[config.mk]
export PLATFORM = sky130hd
export DESIGN_NAME = udiv32_seq_ctrl
export DESIGN_NICKNAME = d
export VERILOG_FILES = /design/src/rtl/udiv32_seq_ctrl.sv
export SDC_FILE = /design/constraint.sdc
export NUM_CORES = 1
export LEC_CHECK = 0
export ABC_CLOCK_PERIOD_IN_PS = 4540
export CORE_ASPECT_RATIO = 1.25
export CORE_MARGIN = 2
export CORE_UTILIZATION = 55
export CTS_CLUSTER_SIZE = 25
export DETAILED_ROUTE_END_ITERATION = 7
export GPL_TIMING_DRIVEN = 0
export PLACE_DENSITY = 0.9
export SYNTH_ARGS = -nofsm -noshare
export SYNTH_HDL_FRONTEND = slang
export SYNTH_SLANG_ARGS = --single-unit
[constraint.sdc]
create_clock -name clk -period 4.54 [get_ports clk]
set_input_delay 0.908 -clock clk [delete_from_list [all_inputs] [get_ports clk]]
set_output_delay 0.908 -clock clk [all_outputs]
set_load 0.01 [all_outputs]
[src/rtl/udiv32_seq_ctrl.sv]
// Sequential 32-bit unsigned divider: one non-restoring step per clock, then a restore fix-up.
// Optional UDIV_DIVZERO_TRAP_EN: a zero divisor skips the iterations and completes in one cycle.
module udiv32_seq_ctrl (
    input  logic        clk,
    input  logic        rst_n,
    input  logic        Start,
    input  logic        Abort,
    input  logic [31:0] Dividend,
    input  logic [31:0] Divisor,
    output logic        Busy,
    output logic        Done,
    output logic [31:0] Quotient,
    output logic [31:0] Remainder,
    output logic        DivByZero
);

    typedef enum logic [1:0] {IDLE, ITER, FIX, DONE} state_t;

    state_t      state_q;
    logic [4:0]  cnt_q;
    logic [32:0] r_q;
    logic [32:0] d_q;
    logic [31:0] q_q;
    logic        busy_q;
    logic        done_q;
    logic        dbz_q;
    logic [31:0] quot_q;
    logic [31:0] rem_q;

    logic [32:0] r_sh;
    logic [32:0] r_iter_d;
    logic [32:0] r_fix_d;

    // The sign of the old partial remainder picks add or subtract; bit 32 carries it.
    always_comb begin
        r_sh     = {r_q[31:0], q_q[31]};
        r_iter_d = r_q[32] ? (r_sh + d_q) : (r_sh - d_q);
        r_fix_d  = r_q[32] ? (r_q + d_q) : r_q;
    end

    always_ff @(posedge clk or negedge rst_n) begin
        if (!rst_n) begin
            state_q <= IDLE;
            cnt_q   <= 5'd0;
            r_q     <= 33'd0;
            d_q     <= 33'd0;
            q_q     <= 32'd0;
            busy_q  <= 1'b0;
            done_q  <= 1'b0;
            dbz_q   <= 1'b0;
            quot_q  <= 32'd0;
            rem_q   <= 32'd0;
        end else begin
            done_q <= 1'b0;
            case (state_q)
                IDLE: begin
                    if (Start) begin
                        d_q     <= {1'b0, Divisor};
                        q_q     <= Dividend;
                        r_q     <= 33'd0;
                        cnt_q   <= 5'd31;
                        dbz_q   <= 1'b0;
                        busy_q  <= 1'b1;
                        state_q <= ITER;
`ifdef UDIV_DIVZERO_TRAP_EN
                        if (Divisor == 32'd0) begin
                            quot_q  <= 32'hFFFF_FFFF;
                            rem_q   <= Dividend;
                            dbz_q   <= 1'b1;
                            done_q  <= 1'b1;
                            state_q <= DONE;
                        end
`endif
                    end
                end
                ITER: begin
                    if (Abort) begin
                        busy_q  <= 1'b0;
                        state_q <= IDLE;
                    end else begin
                        r_q <= r_iter_d;
                        q_q <= {q_q[30:0], ~r_iter_d[32]};
                        if (cnt_q == 5'd0) begin
                            state_q <= FIX;
                        end else begin
                            cnt_q <= cnt_q - 5'd1;
                        end
                    end
                end
                FIX: begin
                    if (Abort) begin
                        busy_q  <= 1'b0;
                        state_q <= IDLE;
                    end else begin
                        r_q     <= r_fix_d;
                        quot_q  <= q_q;
                        rem_q   <= r_fix_d[31:0];
                        dbz_q   <= (d_q == 33'd0);
                        done_q  <= 1'b1;
                        state_q <= DONE;
                    end
                end
                DONE: begin
                    busy_q  <= 1'b0;
                    state_q <= IDLE;
                end
                default: begin
                    busy_q  <= 1'b0;
                    state_q <= IDLE;
                end
            endcase
        end
    end

    assign Busy      = busy_q;
    assign Done      = done_q;
    assign Quotient  = quot_q;
    assign Remainder = rem_q;
    assign DivByZero = dbz_q;

endmodule

Word-level counts from Yosys, hierarchy flattened
Index checks and enable logic that the tools add are counted.
Word-level totals
  bits in registers: 171
  output and inout bits: 67
  logic and storage cells: 66
Cells by class
  add/sub/neg operators: 4
  equal/unequal tests: 9
  mux-type cells: 26
  bitwise gates (word level): 2
  reduce and logical (&&, ||, !) cells: 15
Operators with widths (number)
  $mux W33: 5
  $pmux W33 S3: 1
  $add A33 B32 Y33: 2
  $mux W32: 2
  $pmux W32 S2: 1
  $logic_not A33 Y1: 1
  $sub A33 B32 Y33: 1
  $mux W5: 3
  $pmux W5 S2: 1
  $mux W2: 4
  $ne A2 B2 Y1 const B: 4
  $pmux W2 S4: 1
  $reduce_and A2 Y1: 4
  $reduce_and A4 Y1: 2
  $mux W1: 6
  $reduce_and A3 Y1: 2
  $logic_not A5 Y1: 1
  $sub A5 B1 Y5 const B: 1
  $eq A2 B2 Y1 const B: 2
  $reduce_bool A2 Y1: 2
  $ne A3 B3 Y1 const B: 1
  $pmux W1 S3: 1
  $reduce_bool A3 Y1: 1
  $eq A2 B1 Y1 const B: 1
  5 further kinds: 6

Logic depth before layout (Yosys ltp)
Gate-level depths: netlist of the first run.
  depth in word-level cells: 5
  depth in mapped cells: 18
  gate-level depth less buffers: 18

Worst setup path after synthesis of the first run
OpenSTA, ideal clock, no wires.
  path type: reg2reg
  start: register d_q[11]
  end: register r_q[30]
  arrival time: 3.592 ns
  data required time: 4.414 ns
  path slack: 0.822 ns
  cell stages (with the launch flop): 15
  clock period less this slack: 3.718 ns
  path through: dfrtp_1 -> or4_4 -> nor4_1 -> nand2_1 -> nor2_1 -> a31oi_1 -> xor2_1 -> ha_1 -> clkbuf_1 -> nand4_1 -> or2_2 -> o311ai_1 -> xnor2_1 -> nor2_1 -> a221o_1
Between the ends
  longest elaborated chain between the ends: 4
Ends and longest elaborated chain
  from (decl): line 22  | logic [32:0] d_q;
  from (signal assigned): line 58  | d_q <= {1'b0, Divisor};
  $add A33 B32 Y33 (tied with other cells): line 38  | r_fix_d = r_q[32] ? (r_q + d_q) : r_q;
  $mux W33 (on tied branches): line 38, 37
  $mux W33 (on tied branches): line 91, 77
  $pmux W33 S3 *: line 55  | case (state_q)
  to (signal assigned): line 81  | r_q <= r_iter_d;
  to (signal assigned): line 95  | r_q <= r_fix_d;
  to (decl): line 21  | logic [32:0] r_q;
Mark *: on every way between the ends. The rest lies on a longest branch, timed or not. The select of a mux whose other input is x is not followed.
A chain may end at the register's enable or synchronous reset.

Worst setup path in the final report of the first run
  start: register r_q[32]
  end: register r_q[27]
Between the ends
  longest elaborated chain between the ends: 3
Ends and longest elaborated chain (line)
  $mux W33 (on tied branches): 38, 37
  $mux W33 (on tied branches): 91, 77
  $pmux W33 S3 *: 55
Marked as above.

==> metrics.txt, run 1 <==
proportion of synthesized chip area in sequential cells=37.6%; filler cell count in the final layout=1,605; peak clock frequency supported by timing=0.231 GHz; Max Cap Viol=0; core region area=20,200 um^2; wirelength, routed=34.0 mm; worst hold path type=input port to async pin; final clock skew=18.3 ps; Placement Rows=58; uppermost metal layer occupied by signal nets=met4; startpoint type of the worst setup path=register; count of clock tree sinks=171; effective utilization at floorplan=56.4%; clock power share=16.3%; slew at the pin with the worst max-slew slack=1080 ps; number of instances in the placed design=1,701; antenna diode instance count=0; Worst Path Required=4860 ps; share of total power in sequential cells=26.0%; most instantiated library cell after synthesis=nand2_1; via/cell ratio=6.12; top post-synthesis cells by area=dfrtp_1 (38%), nand2_1 (8.1%), ha_1 (7.8%); Mapped Avg Cell Area=8.77 um^2; Lkg Pwr=6.20 nW; initial drt markers=787; switching share of power=48.4%; leading area contributor after synthesis=dfrtp_1; Die Height=165 um; CP Launch Point=r_q[32]; routability cong.=0.951; Setup Crit Path Kind=register to register; primary flip-flop cell chosen by synthesis mapping=dfrtp_1; Max-slew headroom=25.9%; hold violation total from the final report=0; share of total power in combinational logic=57.7%; number of vias after detailed routing=10.6k; Num CTS Buffers=17; Detail Route Antenna Nets=0; M1 wire length=13.1 mm; Arr. time, crit path=4660 ps; number of hold-repair buffers added at the cts stage=0; synth-to-layout area growth=21.0%; number of endpoints failing setup at the final stage=0; unrepaired setup endpoints after global routing=no; total standard cell area after synthesis=11,400 um^2; number of flip-flops and latches in the synthesized netlist=171; max-slew violation count=0; root buffer cell=clkbuf_16; all-layer global routing usage=31.3%; Power Dens Cells=692 nW/um^2; top-level I/O count=135; clock tree buffer depth=2; horizontal extent of the die=133 um; number of port buffers=134; number of warnings reported in the yosys synthesis log=0; Post-Layout Cell Count=1,733; launching point of the worst reg2reg path=r_q[32]; number of global-route vias before repair=10.8k; antenna violations before repair=0; sequential cell area=4280 um^2; Worst IR Drop VDD=0.336 mV; portion of synthesized cell area occupied by the leading cell type=37.6%; HPWL reported at the end of detailed placement=24.7 mm; area used by multi-input combinational logic=6750 um^2; largest fanout of any net on the critical path=10; synthesized instance count=1,296; count of distinct cell types in the synthesized netlist=76; fraction of final layout cells sized beyond drive strength 1=6.90%; number of remaining DRC errors=0; die area=21,800 um^2; TritonCTS clock tree=yes; min Tclk post-route=4340 ps; clock input transition at the sequential cells of the worst setup and hold paths=80 ps; Layout Nets=1,591; outcome=finished, final reports clean; clock insertion delay at the later pin of the skew report=450 ps; wire length on met2=16.7 mm; wire length of the first global-routing pass=54.1 mm; ratio of final minimum period to clock period=95.5%; deepest level of the CTS H-tree=4; number of flops mapped to enable cells by yosys=0; maximum number of pins on one net before global-route repair=117; fraction of the core area covered by cells at the end of the flow=68.2%; number of detailed-routing iterations run before antenna repair=6; crit path capture type=register; total length of routed met3 wires=2.51 mm; Synth Net Count=1,437; most numerous cell types in the synthesized netlist=nand2_1 (245), dfrtp_1 (171), o21ai_0 (112), a21oi_1 (103), ha_1 (71); share of synthesized registers carrying an async set or reset=100%; total congestion overflow=0; internal power=4.91 mW; Routed WL per cell=19.6 um; switching power=4.61 mW
-- layout by cell type (no fill, tap or decap), drive strengths merged, types with 4 or more instances in the layout --
master and instances:
o211ai 7, buf 13, nor4 5, a221o 5
nor3 15, xor2 49, clkdlybuf4s50 133, nand2b 8
o22ai 4, and2 7, mux2i 57, nand2 247
nor2 63, nand3 22, nor2b 6, o21a 11
a22oi 9, nor3b 4, xnor2 44, o21bai 9
ha 71, clkinv 11, inv 42, nand4 10
and3 4, a21oi 105, mux2 33, dfrtp 171
a31oi 14, a21o 25, clkbuf 64, o21ai 146
a211oi 9
-- cell type report --
class                           instances  share of cell area [%]
Buffer                                 57                    1.61
Inverter                               38                    1.04
Sequential cell                       171                    31.1
Clock inverter                         15                    1.59
Tap cell                              270                    2.46
Multi-Input combinational cell       1029                    49.1
Clock buffer                           17                    3.09
Timing Repair Buffer                  136                    10.0
-- sequential cells by signal, summed over array words and instances, names as in the netlist --
signal	cells
Quotient	32
DivByZero	1
q_q	32
cnt_q	5
state_q	2
Done	1
Remainder	32
Busy	1
r_q	33
d_q	32
-- worst max-delay path, cell delays in order (launching register included) --
cell,delay [ps]
dfrtp_1,400
buf_2,340
clkbuf_2,380
clkbuf_2,390
nor2_1,120
xor2_1,190
ha_1,380
nand2_1,160
o311ai_2,450
a211oi_2,120
nor2_1,300
a21oi_2,130
o21ai_2,240
a41o_1,230
xor2_1,70
a221o_1,330
-- power groups by stage --
stage / clock network, mW / logic [mW] / registers [mW]
2_1_floorplan: 0 / 4.04 / 2.32
3_3_place_gp: 0 / 5.12 / 2.44
3_5_place_dp: 0 / 5.29 / 2.46
4_1_cts: 1.55 / 5.39 / 2.45
5_1_grt: 1.62 / 5.99 / 2.51
6_report: 1.55 / 5.50 / 2.47
-- metal layers --
metal	vias to the layer above	track usage, %
li1	4893	-
met1	5120	36.2
met2	471	54.6
met3	120	6.81
met4	0	16.5
met5	-	0
-- metrics by stage --
step / instance area (um^2) / setup WS [ps] / hold WS, ps / setup TNS (ps) / power, mW
detailed placement: 13100 / -200 / 461 / -461 / 7.75
CTS: 13700 / 10.5 / 408 / 0 / 9.39
finish: 13800 / 205 / 363 / 0 / 9.52
global placement: 13100 / -4450 / 459 / -758610 / 7.56
floorplan: 11400 / 822 / 460 / 0 / 6.36
global route: 13800 / 10.3 / 408 / 0 / 10.1
-- final timing paths --
kind / endpoint / slack (ps) / cells past startpoint
max: r_q[27] / 200 / 15
min: d_q[2] / 360 / 1
max reg2reg: r_q[27] / 200 / 15
min reg2reg: Quotient[14] / 480 / 2
max in group asynchronous: d_q[25] / 3260 / 2
min in group clk: Quotient[14] / 480 / 2
-- what timing repair did --
action	4_1_cts	5_1_grt
setup buffers	0	1
gates resized for setup	3	6
setup endpoints to repair	7	8
-- cell families (layout without fill, tap and decap cells) --
logic type	count (synthesis)	count (layout)	share of synthesized area, %
buf+inv	96	263	3.19
simple gates	405	405	15.8
flops	171	171	37.6
fa+ha+maj	73	73	8.16
mux	90	90	8.29
compound gates	368	368	19.7
xor+xnor	93	93	7.23
No activity file was read; power rests on OpenSTA's default activity.
==> inputs of run 2 (changes only) <==
--- a/config.mk
+++ b/config.mk
@@ -13,6 +13,7 @@
 export DETAILED_ROUTE_END_ITERATION = 7
 export GPL_TIMING_DRIVEN = 0
 export PLACE_DENSITY = 0.9
+export SLEW_MARGIN = 30
 export SYNTH_ARGS = -nofsm -noshare
 export SYNTH_HDL_FRONTEND = slang
 export SYNTH_SLANG_ARGS = --single-unit
==> run 2 against run 1 <==
Clock-buffer cell count stayed put. Sequential share of layout area about the same. Final cell count stayed put. Combinational power about the same. Largest power group unchanged. Die area did not move.
==> metrics.txt, run 2 (synthesized netlist as in run 1, its figures left out) <==
outcome=finished, final reports clean; Worst IR Drop VDD=0.363 mV (+7.9%); maximum number of pins on one net before global-route repair=84 (-28%); Worst Path Required=4870 ps (about the same); Max Cap Viol=0 (unchanged); largest stage delay on the critical path=660 ps (+210 ps); post_cts resized=5 (+2); post-CTS setup-driven buffer insertion count=0 (unchanged); Final Worst Setup Slack=67.9 ps (-137 ps); fraction of final layout cells sized beyond drive strength 1=6.90% (unchanged); Arr. time, crit path=4800 ps (+140 ps); count of clock tree sinks=171 (unchanged); ratio of final minimum period to clock period=98.5% (+3.0 points); routability cong.=0.951 (unchanged); max-slew violation count=0 (unchanged); via/cell ratio=6.02 (-1.5%); Num CTS Buffers=17 (unchanged); synth-to-layout area growth=21.2%; Power Dens Cells=689 nW/um^2 (-0.41%); clock tree buffer depth=2 (unchanged); Lkg Pwr=6.20 nW (about the same); TritonCTS clock tree=yes; clock input transition at the sequential cells of the worst setup and hold paths=80 ps (about the same); startpoint type of the worst setup path=register; crit path capture type=register; number of remaining DRC errors=0 (unchanged); horizontal extent of the die=133 um (unchanged); peak clock frequency supported by timing=0.224 GHz (-3.1%); effective utilization at floorplan=56.4% (unchanged); filler cell count in the final layout=1,631 (+1.6%); Max-slew headroom=36.9% (+11 points); number of port buffers=134 (unchanged); wirelength, routed=33.7 mm (-0.83%); number of endpoints failing setup at the final stage=0 (unchanged); Largest register FFs=33 (unchanged); Routed WL per cell=19.4 um (-0.83%); largest fanout of any net on the critical path=10 (unchanged); crit path max-delay cell type=clkbuf_1; fraction of the core area covered by cells at the end of the flow=68.3% (+0.099 points); all-layer global routing usage=31.2% (-0.11 points); Layout Nets=1,591 (unchanged); clock insertion delay at the later pin of the skew report=450 ps (about the same); list of cells traversed by the critical path=buf_2 -> buf_2 -> clkbuf_1 -> a21oi_1 -> xor2_1 -> ha_1 -> o21ai_0 -> a21oi_1 -> a211oi_2 -> nor2_1 -> a21oi_2 -> o21ai_2 -> a41o_1 -> xor2_1 -> a221o_1; most common cell after layout, fill and taps aside=nand2_1; top-level I/O count=135 (unchanged); HPWL reported at the end of detailed placement=24.9 mm (+1.0%); wire length of the first global-routing pass=53.8 mm (-0.45%); number of hold-repair buffers added at the cts stage=0 (unchanged); root buffer cell=clkbuf_16; hold violation total from the final report=0 (unchanged); slew at the pin with the worst max-slew slack=943 ps (-140 ps); core region area=20,200 um^2 (unchanged); deepest level of the CTS H-tree=4 (unchanged); die area=21,800 um^2 (unchanged); antenna diode instance count=0 (unchanged); total congestion overflow=0 (unchanged); Placement Rows=58 (unchanged); Setup Crit Path Kind=register to register; number of detailed-routing iterations run before antenna repair=7 (+1); initial drt markers=778 (-1.1%); Detail Route Antenna Nets=0 (unchanged); worst hold path type=input port to async pin; antenna violations before repair=0 (unchanged); final clock skew=12.4 ps (-5.94 ps); largest register by flop count=r_q; sum of internal, switching and leakage power=9.49 mW (-0.27%); number of vias after detailed routing=10.4k (-1.5%); number of global-route vias before repair=10.7k (-0.90%); setup slack at placement=-181 ps (+18.2 ps); Die Height=165 um (unchanged); leading cell types in the layout, fill and taps excluded=nand2_1 (245), dfrtp_1 (171), clkdlybuf4s50_1 (133); min Tclk post-route=4470 ps (+137 ps)
run 2: changes by cell type in the layout (fill, tap and decap cells not counted), sizes merged:
cell,previous run,this run
buf,13,14
clkbuf,64,63
inv,42,43
clkinv,11,10
run 2: through the flow:
stage	std cells	setup TNS, ps	area (um^2)	hold slack [ps]
after floorplan	1296	0	11400	460
after global placement	1700	-758610	13100	459
after detailed placement	1702	-404	13100	461
after CTS	1734	0	13800	332
after global routing	1733	-37.5	13800	344
final	1733	0	13800	335
run 2: routing by layer:
metal	GRT usage, %	share of wire (%)	routed length, um
met1	36.3	38	12900
met2	54.5	50	16700
met3	6.72	7.6	2580
met4	16.0	4.5	1530
met5	0	0	0
run 2: area by class of cell:
class / count / area [um^2] / share of cell area (%)
Multi-Input combinational cell: 1029 / 6760 / 49.0
Clock buffer: 17 / 425 / 3.09
Buffer: 57 / 220 / 1.60
Sequential cell: 171 / 4280 / 31.1
Clock inverter: 15 / 214 / 1.55
Inverter: 38 / 143 / 1.04
Tap cell: 270 / 338 / 2.45
Timing Repair Buffer: 136 / 1400 / 10.2
run 2: report_power, final:
part           internal (mW)  total, mW  switching [mW]
clock network          0.764       1.55           0.785
logic                   2.21       5.48            3.28
registers               1.94       2.46           0.524
total                   4.91       9.49            4.58
run 2: path summary, 6_finish.rpt:
check	startpoint	end	slack [ps]	cells past startpoint
setup / recovery	r_q[32]	r_q[27]	70	15
hold / removal	rst_n	d_q[1]	330	1
setup reg to reg	r_q[32]	r_q[27]	70	15
hold reg to reg	Remainder[26]	Remainder[26]	480	2
max in group asynchronous	rst_n	d_q[25]	3500	2
min in group clk	Remainder[26]	Remainder[26]	480	2
run 2: worst max-delay path: cells and delay by family, from the launching register on:
kind	cells	cell delay (ps)
fa+ha+maj	1	310
xor+xnor	2	260
compound gates	8	1730
flops	1	390
buf+inv	3	1370
simple gates	1	290
==> inputs of run 3 (changes only) <==
--- a/config.mk
+++ b/config.mk
@@ -13,6 +13,7 @@
 export DETAILED_ROUTE_END_ITERATION = 7
 export GPL_TIMING_DRIVEN = 0
 export PLACE_DENSITY = 0.9
+export SETUP_SLACK_MARGIN = 0.02
 export SLEW_MARGIN = 30
 export SYNTH_ARGS = -nofsm -noshare
 export SYNTH_HDL_FRONTEND = slang
==> run 3 against run 2 <==
Non-clock buffer count did not move. Final cell count did not move. Worst hold slack got worse by 0.84 ps. Critical path type unchanged. Via count rose by 0.17%. Critical path depth did not move.
==> metrics.txt, run 3 (synthesized netlist as in run 1, its figures left out) <==
outcome=finished, final reports clean; horizontal extent of the die=133 um (unchanged); most common cell after layout, fill and taps aside=nand2_1; Lkg Pwr=6.21 nW (about the same); number of remaining DRC errors=0 (unchanged); Layout Nets=1,591 (unchanged); Die Height=165 um (unchanged); post-placement cell area=13,100 um^2 (unchanged); Worst Path Required=4870 ps (about the same); switching power=4.59 mW (about the same); via/cell ratio=6.04 (+0.17%); worst hold path type=input port to async pin; final clock skew=12.1 ps (-0.285 ps); area of all placed cells without fillers=13,800 um^2 (about the same); min Tclk post-route=4400 ps (-71.8 ps); Setup Crit Path Kind=register to register; root buffer cell=clkbuf_16; leading cell types in the layout, fill and taps excluded=nand2_1 (245), dfrtp_1 (171), clkdlybuf4s50_1 (133); post-route setup TNS=0 ps (unchanged); die area=21,800 um^2 (unchanged); filler cell count in the final layout=1,630 (-0.061%); Routed WL per cell=19.4 um (about the same); HPWL reported at the end of detailed placement=24.9 mm (unchanged); share of total power in combinational logic=57.7% (about the same); top-level I/O count=135 (unchanged); number of instances in the placed design=1,702 (unchanged); Max Cap Viol=0 (unchanged); routability cong.=0.951 (unchanged); ratio of final minimum period to clock period=96.9% (-1.6 points); number of port buffers=134 (unchanged); sum of internal, switching and leakage power=9.50 mW (about the same); largest register by flop count=r_q; maximum number of pins on one net before global-route repair=84 (unchanged); Worst IR Drop VDD=0.363 mV (about the same); number of endpoints failing setup at the final stage=0 (unchanged); Arr. time, crit path=4730 ps (-70 ps); hold violation total from the final report=0 (unchanged); wirelength, routed=33.7 mm (about the same); number of vias after detailed routing=10.5k (+0.17%); clock power share=16.3% (about the same); all-layer global routing usage=31.2% (unchanged); Placement Rows=58 (unchanged); initial drt markers=781 (+0.39%); Post-Route Hold Slack=334 ps (-0.842 ps); Num CTS Buffers=17 (unchanged); switching share of power=48.3% (about the same); effective utilization at floorplan=56.4% (unchanged); fraction of the core area covered by cells at the end of the flow=68.3% (about the same); sequential cell area=4280 um^2 (unchanged); clock insertion delay at the later pin of the skew report=450 ps (about the same); startpoint type of the worst setup path=register; synth-to-layout area growth=21.2% (about the same); antenna violations before repair=0 (unchanged); peak clock frequency supported by timing=0.227 GHz (+1.6%); TritonCTS clock tree=yes; clock tree buffer depth=2 (unchanged); slew at the pin with the worst max-slew slack=949 ps (+6.33 ps); Post-Layout Cell Count=1,733 (unchanged); fraction of final layout cells sized beyond drive strength 1=6.97% (+0.068 points); number of global-route vias before repair=10.7k (unchanged); number of detailed-routing iterations run before antenna repair=6 (-1); clock input transition at the sequential cells of the worst setup and hold paths=80 ps (about the same); Max-slew headroom=36.5% (-0.42 points); max-slew violation count=0 (unchanged); post-CTS setup-driven buffer insertion count=0 (unchanged); Power Dens Cells=689 nW/um^2 (about the same); unrepaired setup endpoints after global routing=no; crit path capture type=register; count of clock tree sinks=171 (unchanged); share of total power in sequential cells=25.9% (about the same); Largest register FFs=33 (unchanged); largest fanout of any net on the critical path=10 (unchanged); internal power=4.91 mW (about the same); deepest level of the CTS H-tree=4 (unchanged); Final Worst Setup Slack=140 ps (+71.8 ps); wire length of the first global-routing pass=53.8 mm (unchanged); antenna diode instance count=0 (unchanged); total congestion overflow=0 (unchanged); setup slack at placement=-181 ps (unchanged); area used by multi-input combinational logic=6760 um^2 (unchanged); core region area=20,200 um^2 (unchanged); Detail Route Antenna Nets=0 (unchanged)
[run 3: cell types whose count changed in the layout (fill, tap and decap cells not counted)]
| cell | previous run | this run |
|---|---|---|
| clkbuf_2 | 1 | 2 |
| clkbuf_1 | 45 | 44 |
[run 3: repair_timing]
| action | CTS | global route |
|---|---|---|
| endpoints found under the setup margin | 9 | 4 |
| hold buffers | 0 | 0 |
| resized for setup | 5 | 5 |
| hold endpoints to repair | 0 | 0 |
| pin swaps | 0 | 0 |
[run 3: worst max-delay path: stages (launching register included)]
cell and delay, ps:
dfrtp_1 400, buf_2 340, buf_2 380, clkbuf_2 380, nor2_1 110, xor2_1 190, ha_1 400, nand2_1 170
o311ai_2 470, a211oi_2 130, nor2_1 290, a21oi_2 130, o21ai_2 250, a41o_1 240, xor2_1 70, a221o_1 330
[run 3: layout make-up]
class / count / area share [%]
repair buffers: 136 / 10.2
well taps: 270 / 2.45
clock buffers: 17 / 3.09
plain buffers: 57 / 1.61
flip-flops and latches: 171 / 31.1
inverters: 38 / 1.04
multi-input cells: 1029 / 49.0
clock inverters: 15 / 1.55
[run 3: final timing paths]
check	endpoint	slack [ps]	start	cells after the start
min in group clk	Remainder[26]	480	Remainder[26]	2
max in group asynchronous	d_q[25]	3500	rst_n	2
hold / removal	d_q[1]	330	rst_n	1
setup reg to reg	r_q[27]	140	r_q[32]	15
hold reg to reg	Remainder[26]	480	Remainder[26]	2
setup / recovery	r_q[27]	140	r_q[32]	15
[run 3: routing by layer]
metal	up-vias	share of wire (%)	global-route usage, %
li1	4885	-	-
met1	5022	38	36.3
met2	449	50	54.5
met3	103	7.6	6.72
met4	0	4.5	16.0
met5	-	0	0
[run 3: power by group through the flow]
stage	clock, mW	sequential, mW	combinational [mW]
floorplan	0	2.32	4.04
global placement	0	2.44	5.12
detailed placement	0	2.46	5.29
CTS	1.55	2.44	5.38
global route	1.61	2.51	5.98
finish	1.55	2.46	5.48
